$ cat config.mk
export PLATFORM = sky130hd
export DESIGN_NAME = maxpool_stream
export DESIGN_NICKNAME = d
export VERILOG_FILES = /design/src/rtl/maxpool_stream.sv
export SDC_FILE = /design/constraint.sdc
export NUM_CORES = 1
export LEC_CHECK = 0
export CAP_MARGIN = 20
export CORE_UTILIZATION = 40
export CTS_BUF_LIST = sky130_fd_sc_hd__clkbuf_2
export DETAILED_ROUTE_END_ITERATION = 12
export PLACE_DENSITY_LB_ADDON = 0.12
export RECOVER_POWER = 100
export SLEW_MARGIN = 5
export SYNTH_ARGS = -nofsm -noshare
export SYNTH_HDL_FRONTEND = slang
export SYNTH_SLANG_ARGS = --single-unit
export TNS_END_PERCENT = 1
$ cat constraint.sdc
create_clock -name clk -period 7.45 [get_ports clk]
set_clock_uncertainty 0.05 [all_clocks]
set_input_delay 1.1175 -clock clk [delete_from_list [all_inputs] [get_ports clk]]
set_output_delay 1.1175 -clock clk [all_outputs]
set_load 0.005 [all_outputs]
$ cat src/rtl/maxpool_stream.sv
// maxpool_stream
//   Streaming POOL x POOL signed max-pool stage placed after the conv2d block.
//   The incoming flat tensor is snapshotted when start is accepted, so the
//   producer is free to recompute while pooling runs. Each window is scanned
//   one element per cycle, then the pooled word is offered on a valid/ready
//   port. Output order is channel-major, then output row, then output column.
//
// Build option:
//   MAXPOOL_RELU_EN  - when defined, a negative window max is emitted as 0
//                      (the compare itself still uses raw signed values).
//
// Ports:
//   clk             clock
//   rst             asynchronous, active-high reset
//   start           pulse, sampled only while idle
//   in_tensor_flat  CHANNELS*IN_HEIGHT*IN_WIDTH words, word i at [i*DATA_WIDTH +: DATA_WIDTH]
//   busy            high from start acceptance until the final transfer
//   out_data        pooled signed word
//   out_valid       out_data valid
//   out_ready       downstream accept
//   out_last        marks the final word of the tensor
//   done            one-cycle pulse after the final transfer
//
// state | meaning
// IDLE  | waiting for start; snapshot and counters are don't-care
// SCAN  | reading one window element per cycle into the running max
// EMIT  | pooled word presented, holding until out_ready

module maxpool_stream #(
    parameter int CHANNELS   = 1,
    parameter int IN_HEIGHT  = 2,
    parameter int IN_WIDTH   = 2,
    parameter int POOL       = 2,
    parameter int DATA_WIDTH = 32
) (
    input  logic                                          clk,
    input  logic                                          rst,
    input  logic                                          start,
    input  logic [CHANNELS*IN_HEIGHT*IN_WIDTH*DATA_WIDTH-1:0] in_tensor_flat,
    output logic                                          busy,
    output logic [DATA_WIDTH-1:0]                         out_data,
    output logic                                          out_valid,
    input  logic                                          out_ready,
    output logic                                          out_last,
    output logic                                          done
);

    localparam int OUT_HEIGHT = IN_HEIGHT / POOL;
    localparam int OUT_WIDTH  = IN_WIDTH / POOL;
    localparam int NUM_IN     = CHANNELS * IN_HEIGHT * IN_WIDTH;

    localparam int C_W   = $clog2(CHANNELS   < 2 ? 2 : CHANNELS);
    localparam int OH_W  = $clog2(OUT_HEIGHT < 2 ? 2 : OUT_HEIGHT);
    localparam int OW_W  = $clog2(OUT_WIDTH  < 2 ? 2 : OUT_WIDTH);
    localparam int K_W   = $clog2(POOL       < 2 ? 2 : POOL);
    localparam int IDX_W = $clog2(NUM_IN     < 2 ? 2 : NUM_IN);

    localparam logic [C_W-1:0]  C_LAST  = C_W'(CHANNELS - 1);
    localparam logic [OH_W-1:0] OH_LAST = OH_W'(OUT_HEIGHT - 1);
    localparam logic [OW_W-1:0] OW_LAST = OW_W'(OUT_WIDTH - 1);
    localparam logic [K_W-1:0]  K_LAST  = K_W'(POOL - 1);

    if (OUT_HEIGHT < 1 || OUT_WIDTH < 1) begin : g_bad_geometry
        $error("maxpool_stream: POOL larger than the input map gives an empty output");
    end

    typedef enum logic [1:0] {
        IDLE = 2'd0,
        SCAN = 2'd1,
        EMIT = 2'd2
    } state_t;

    state_t state_q, state_d;

    logic signed [DATA_WIDTH-1:0] snap_q [NUM_IN];
    logic signed [DATA_WIDTH-1:0] max_q;
    logic [C_W-1:0]  c_q;
    logic [OH_W-1:0] oh_q;
    logic [OW_W-1:0] ow_q;
    logic [K_W-1:0]  kh_q;
    logic [K_W-1:0]  kw_q;

    int                           idx_int;
    logic [IDX_W-1:0]             elem_idx;
    logic signed [DATA_WIDTH-1:0] elem;
    logic signed [DATA_WIDTH-1:0] cand;
    logic signed [DATA_WIDTH-1:0] result;
    logic                         win_first;
    logic                         win_end;
    logic                         final_win;
    logic                         xfer;

    always_comb begin
        idx_int   = int'(c_q) * IN_HEIGHT * IN_WIDTH
                  + (int'(oh_q) * POOL + int'(kh_q)) * IN_WIDTH
                  + int'(ow_q) * POOL + int'(kw_q);
        elem_idx  = IDX_W'(idx_int);
        elem      = snap_q[elem_idx];
        win_first = (kh_q == '0) && (kw_q == '0);
        win_end   = (kh_q == K_LAST) && (kw_q == K_LAST);
        final_win = (c_q == C_LAST) && (oh_q == OH_LAST) && (ow_q == OW_LAST);
        xfer      = out_valid && out_ready;
        // The first element seeds the max; later ones only win when strictly greater.
        if (win_first || (elem > max_q)) begin
            cand = elem;
        end else begin
            cand = max_q;
        end
`ifdef MAXPOOL_RELU_EN
        result = cand[DATA_WIDTH-1] ? '0 : cand;
`else
        result = cand;
`endif
    end

    always_ff @(posedge clk or posedge rst) begin
        if (rst) begin
            state_q <= IDLE;
        end else begin
            state_q <= state_d;
        end
    end

    always_comb begin
        state_d = state_q;
        case (state_q)
            IDLE: if (start)   state_d = SCAN;
            SCAN: if (win_end) state_d = EMIT;
            EMIT: if (xfer)    state_d = out_last ? IDLE : SCAN;
            default:           state_d = IDLE;
        endcase
    end

    always_ff @(posedge clk or posedge rst) begin
        if (rst) begin
            for (int i = 0; i < NUM_IN; i++) begin
                snap_q[i] <= '0;
            end
            max_q     <= '0;
            c_q       <= '0;
            oh_q      <= '0;
            ow_q      <= '0;
            kh_q      <= '0;
            kw_q      <= '0;
            busy      <= 1'b0;
            out_data  <= '0;
            out_valid <= 1'b0;
            out_last  <= 1'b0;
            done      <= 1'b0;
        end else begin
            done <= 1'b0;
            case (state_q)
                IDLE: begin
                    if (start) begin
                        for (int i = 0; i < NUM_IN; i++) begin
                            snap_q[i] <= in_tensor_flat[i*DATA_WIDTH +: DATA_WIDTH];
                        end
                        busy <= 1'b1;
                        c_q  <= '0;
                        oh_q <= '0;
                        ow_q <= '0;
                        kh_q <= '0;
                        kw_q <= '0;
                    end
                end
                SCAN: begin
                    max_q <= cand;
                    if (win_end) begin
                        kh_q      <= '0;
                        kw_q      <= '0;
                        out_data  <= result;
                        out_valid <= 1'b1;
                        out_last  <= final_win;
                    end else if (kw_q == K_LAST) begin
                        kw_q <= '0;
                        kh_q <= kh_q + 1'b1;
                    end else begin
                        kw_q <= kw_q + 1'b1;
                    end
                end
                EMIT: begin
                    if (xfer) begin
                        out_valid <= 1'b0;
                        if (out_last) begin
                            out_last <= 1'b0;
                            busy     <= 1'b0;
                            done     <= 1'b1;
                        end else if (ow_q == OW_LAST) begin
                            ow_q <= '0;
                            if (oh_q == OH_LAST) begin
                                oh_q <= '0;
                                c_q  <= c_q + 1'b1;
                            end else begin
                                oh_q <= oh_q + 1'b1;
                            end
                        end else begin
                            ow_q <= ow_q + 1'b1;
                        end
                    end
                end
                default: ;
            endcase
        end
    end

endmodule

==> flow_metrics.env <==
export IMPL_netlist_area_um2=10000
export IMPL_synth_seq_cells=201
export IMPL_pin_count=168
export IMPL_synth_seq_area_share=0.503
export IMPL_grt_max_degree=138
export IMPL_wl_per_cell_um=16.6
export IMPL_nets=1140
export IMPL_post_place_cells=1243
export IMPL_syn_inst=793
export IMPL_synth_flop_cell="dfrtp_1"
export IMPL_internal_power_mw=3.63
export IMPL_critPathKind="reg -> reg"
export IMPL_power_density_nw_per_um2=479
export IMPL_slowest_delay_ns=1.24
export IMPL_end_kind="flop"
export IMPL_avgSynthCellArea_um2=12.6
export IMPL_fmaxAchievable_mhz=175
export IMPL_fin_area_um2=12400
export IMPL_slowest_stage="dfrtp_1"
export IMPL_finalNonFillerCells=1339
export IMPL_hp_class="reg -> reg"
export IMPL_slew_viol_final=231
export IMPL_swShare=0.391
export IMPL_die_x_um=160
export IMPL_drc=0
export IMPL_comb_power_share=0.538
export IMPL_insertion_delay_ns=0.78
export IMPL_ys_top_cells_by_count="dfrtp_1, mux2_2, nand2_1"
export IMPL_htree_levels=2
export IMPL_clkSinkCount=201
export IMPL_failed_checks="max-capacitance violations, max-slew violations"
export IMPL_synth_edf_count=0
export IMPL_cts_tree="done"
export IMPL_rsz0062_at_grt="no"
export IMPL_pre_cts_ws_ns=2.47
export IMPL_grt_pass1_wl_mm=37.3
export IMPL_initial_core_util=0.410
export IMPL_coreArea_um2=24400
export IMPL_grt_ovfl_total=0
export IMPL_drt_vias_per_instance=5.16
export IMPL_place_gp_congestion=0.750
export IMPL_fin_crit_ns=5.72
export IMPL_crit_path_start_kind="flop"
export IMPL_drv_cap=4
export IMPL_required_ns=8.09
export IMPL_max_clock_path_buffers=3
export IMPL_arrival_ns=6.36
export IMPL_drt_initial_drc_count=286
export IMPL_syn_num_nets=957
export IMPL_port_buffers=167
export IMPL_yosysTopAreaCell="dfrtp_1"
export IMPL_crit_path_frequent_cell="buf_4"
export IMPL_grt_usage=0.181
export IMPL_placed_area_um2=12000
export IMPL_synth_distinct_cells=35
export IMPL_layout_drive_gt1_share=0.312
export IMPL_cts_buffers=55
export IMPL_dp_hpwl_mm=14.7
export IMPL_fp_dieH_um=160
export IMPL_seqPwrFrac=0.338
export IMPL_fin_setup_tns_ns=0
export IMPL_ys_async_sr_fraction=1.00
export IMPL_dieArea_um2=25600
export IMPL_yosysTopAreaCellShare=0.503
export IMPL_clockPowerShare=0.124
export IMPL_vias=6913
export IMPL_hold_buffers=0
export IMPL_root_buffer="clkbuf_2"
export IMPL_status="finished with violations"
export IMPL_routed_wl_mm=22.3
export IMPL_rows=57
export IMPL_tightest_slew_ns=3.62
export IMPL_cts_resized_gates=0
export IMPL_period_share=0.767
export IMPL_synthToLayoutAreaGrowth_pct=24.2
export IMPL_detail_route_first_pass_iterations=4
export IMPL_setup_viol=0
export IMPL_irDropWorstVdd_mv=0.358
export IMPL_yosysMostFrequentCell="dfrtp_1"
export IMPL_cts_setup_buffers=0
export IMPL_power_mw=5.95
export IMPL_synth_area_leaders="dfrtp_1, mux2_2, mux4_2"
export IMPL_worst_slack_ns=1.73
export IMPL_slew_headroom=-1.42
export IMPL_p_leak_nw=5.27
export IMPL_p_switching_mw=2.33
export IMPL_yosys_warnings=0
export IMPL_antenna_found_initial=1
export IMPL_path_cells="buf_4, mux4_2, ha_1, nand4_1, nor4_1, o311a_1, buf_4, o21ai_4, buf_16, mux2_2, nand2_1"
export IMPL_clk_pin_slew_ns=0.10
export IMPL_final_hold_viol_count=0
export IMPL_critPathMaxFanout=43
export IMPL_grt_pass1_vias=7106
export IMPL_postRouteAntennaNets=0
## metal layers
metal,wire length [µm],global-route usage,up-vias
met5,0,0,-
li1,-,-,3294
met2,10300,0.282,172
met3,1450,0.0525,38
met4,361,0.0550,0
met1,10200,0.244,3409
## power groups by stage
stage	Sequential (mW)	Combinational (mW)	Clock [mW]
global placement	2.04	3.19	0
global route	2.10	3.56	0.839
CTS	2.03	3.29	0.780
finish	2.01	3.20	0.739
floorplan	1.89	2.49	0
detailed placement	2.05	3.28	0
## registers in the layout (all words and copies together) (netlist names)
name,count
snap_q,128
c_q,1
kw_q,1
state_q,2
busy,1
kh_q,1
max_q,32
out_valid,1
out_last,1
done,1
out_data,32
## critical path: cells and delay by family, from the launching register on
family / cells / cell delay, ns
AOI/OAI and AO/OA: 2 / 1.17
muxes: 2 / 0.86
adders and majority gates: 1 / 0.37
buffers and inverters: 3 / 1.27
DFF: 1 / 1.24
and+or+nand+nor: 3 / 0.60
## cell families after synthesis
| logic type | synth area share |
|---|---|
| compound gates | 0.0635 |
| mux | 0.292 |
| simple gates | 0.0654 |
| fa+ha+maj | 0.0400 |
| buf+inv | 0.0360 |
| flops | 0.503 |
## area by class of cell
| type | count | area (µm²) |
|---|---|---|
| diodes | 1 | 2.50 |
| clock buffers | 83 | 415 |
| clock inverters | 12 | 50.0 |
| fillers | 2298 | 12000 |
| inverters | 35 | 139 |
| multi-input cells | 505 | 4620 |
| flip-flops and latches | 201 | 5030 |
| well taps | 324 | 405 |
| repair buffers | 178 | 1760 |
## stage by stage
step / util / hold WS [ns]
3_5_place_dp: 0.492 / 0.417
3_3_place_gp: 0.491 / 0.411
4_1_cts: 0.511 / 0.440
5_1_grt: 0.509 / 0.458
6_report: 0.509 / 0.426
2_1_floorplan: - / 0.424
## worst paths after layout
kind                                      to  cells after the start  slack [ns]  startpoint
worst max-delay path            out_data[10]                     11        1.73        kw_q
max in group asynchronous               kh_q                      3        2.13         rst
min in group asynchronous          snap_q[9]                      2        1.01         rst
worst max register to register  out_data[10]                     11        1.73        kw_q
worst min-delay path                    busy                      1        0.43        busy
worst min register to register          busy                      1        0.43        busy
## placed cells by master (no fill, tap or decap), types with 2 or more instances in the layout
cell and n:
dfrtp_1 200, mux2_2 186, clkdlybuf4s50_1 128, clkbuf_2 83, nand2_1 82, a21oi_1 45, dlygate4sd3_1 39, inv_1 34
o211ai_1 33, nor3_1 33, mux4_2 32, ha_1 32, o21ai_0 10, clkinv_1 10, nand4_1 8, nand3_1 7
nor2_1 7, mux2_1 7, buf_4 7, mux2i_1 3, clkbuf_1 3, nor2b_1 2, a21o_1 2, nor4_1 2
nand2b_1 2
(Power assumes the default switching activity.)
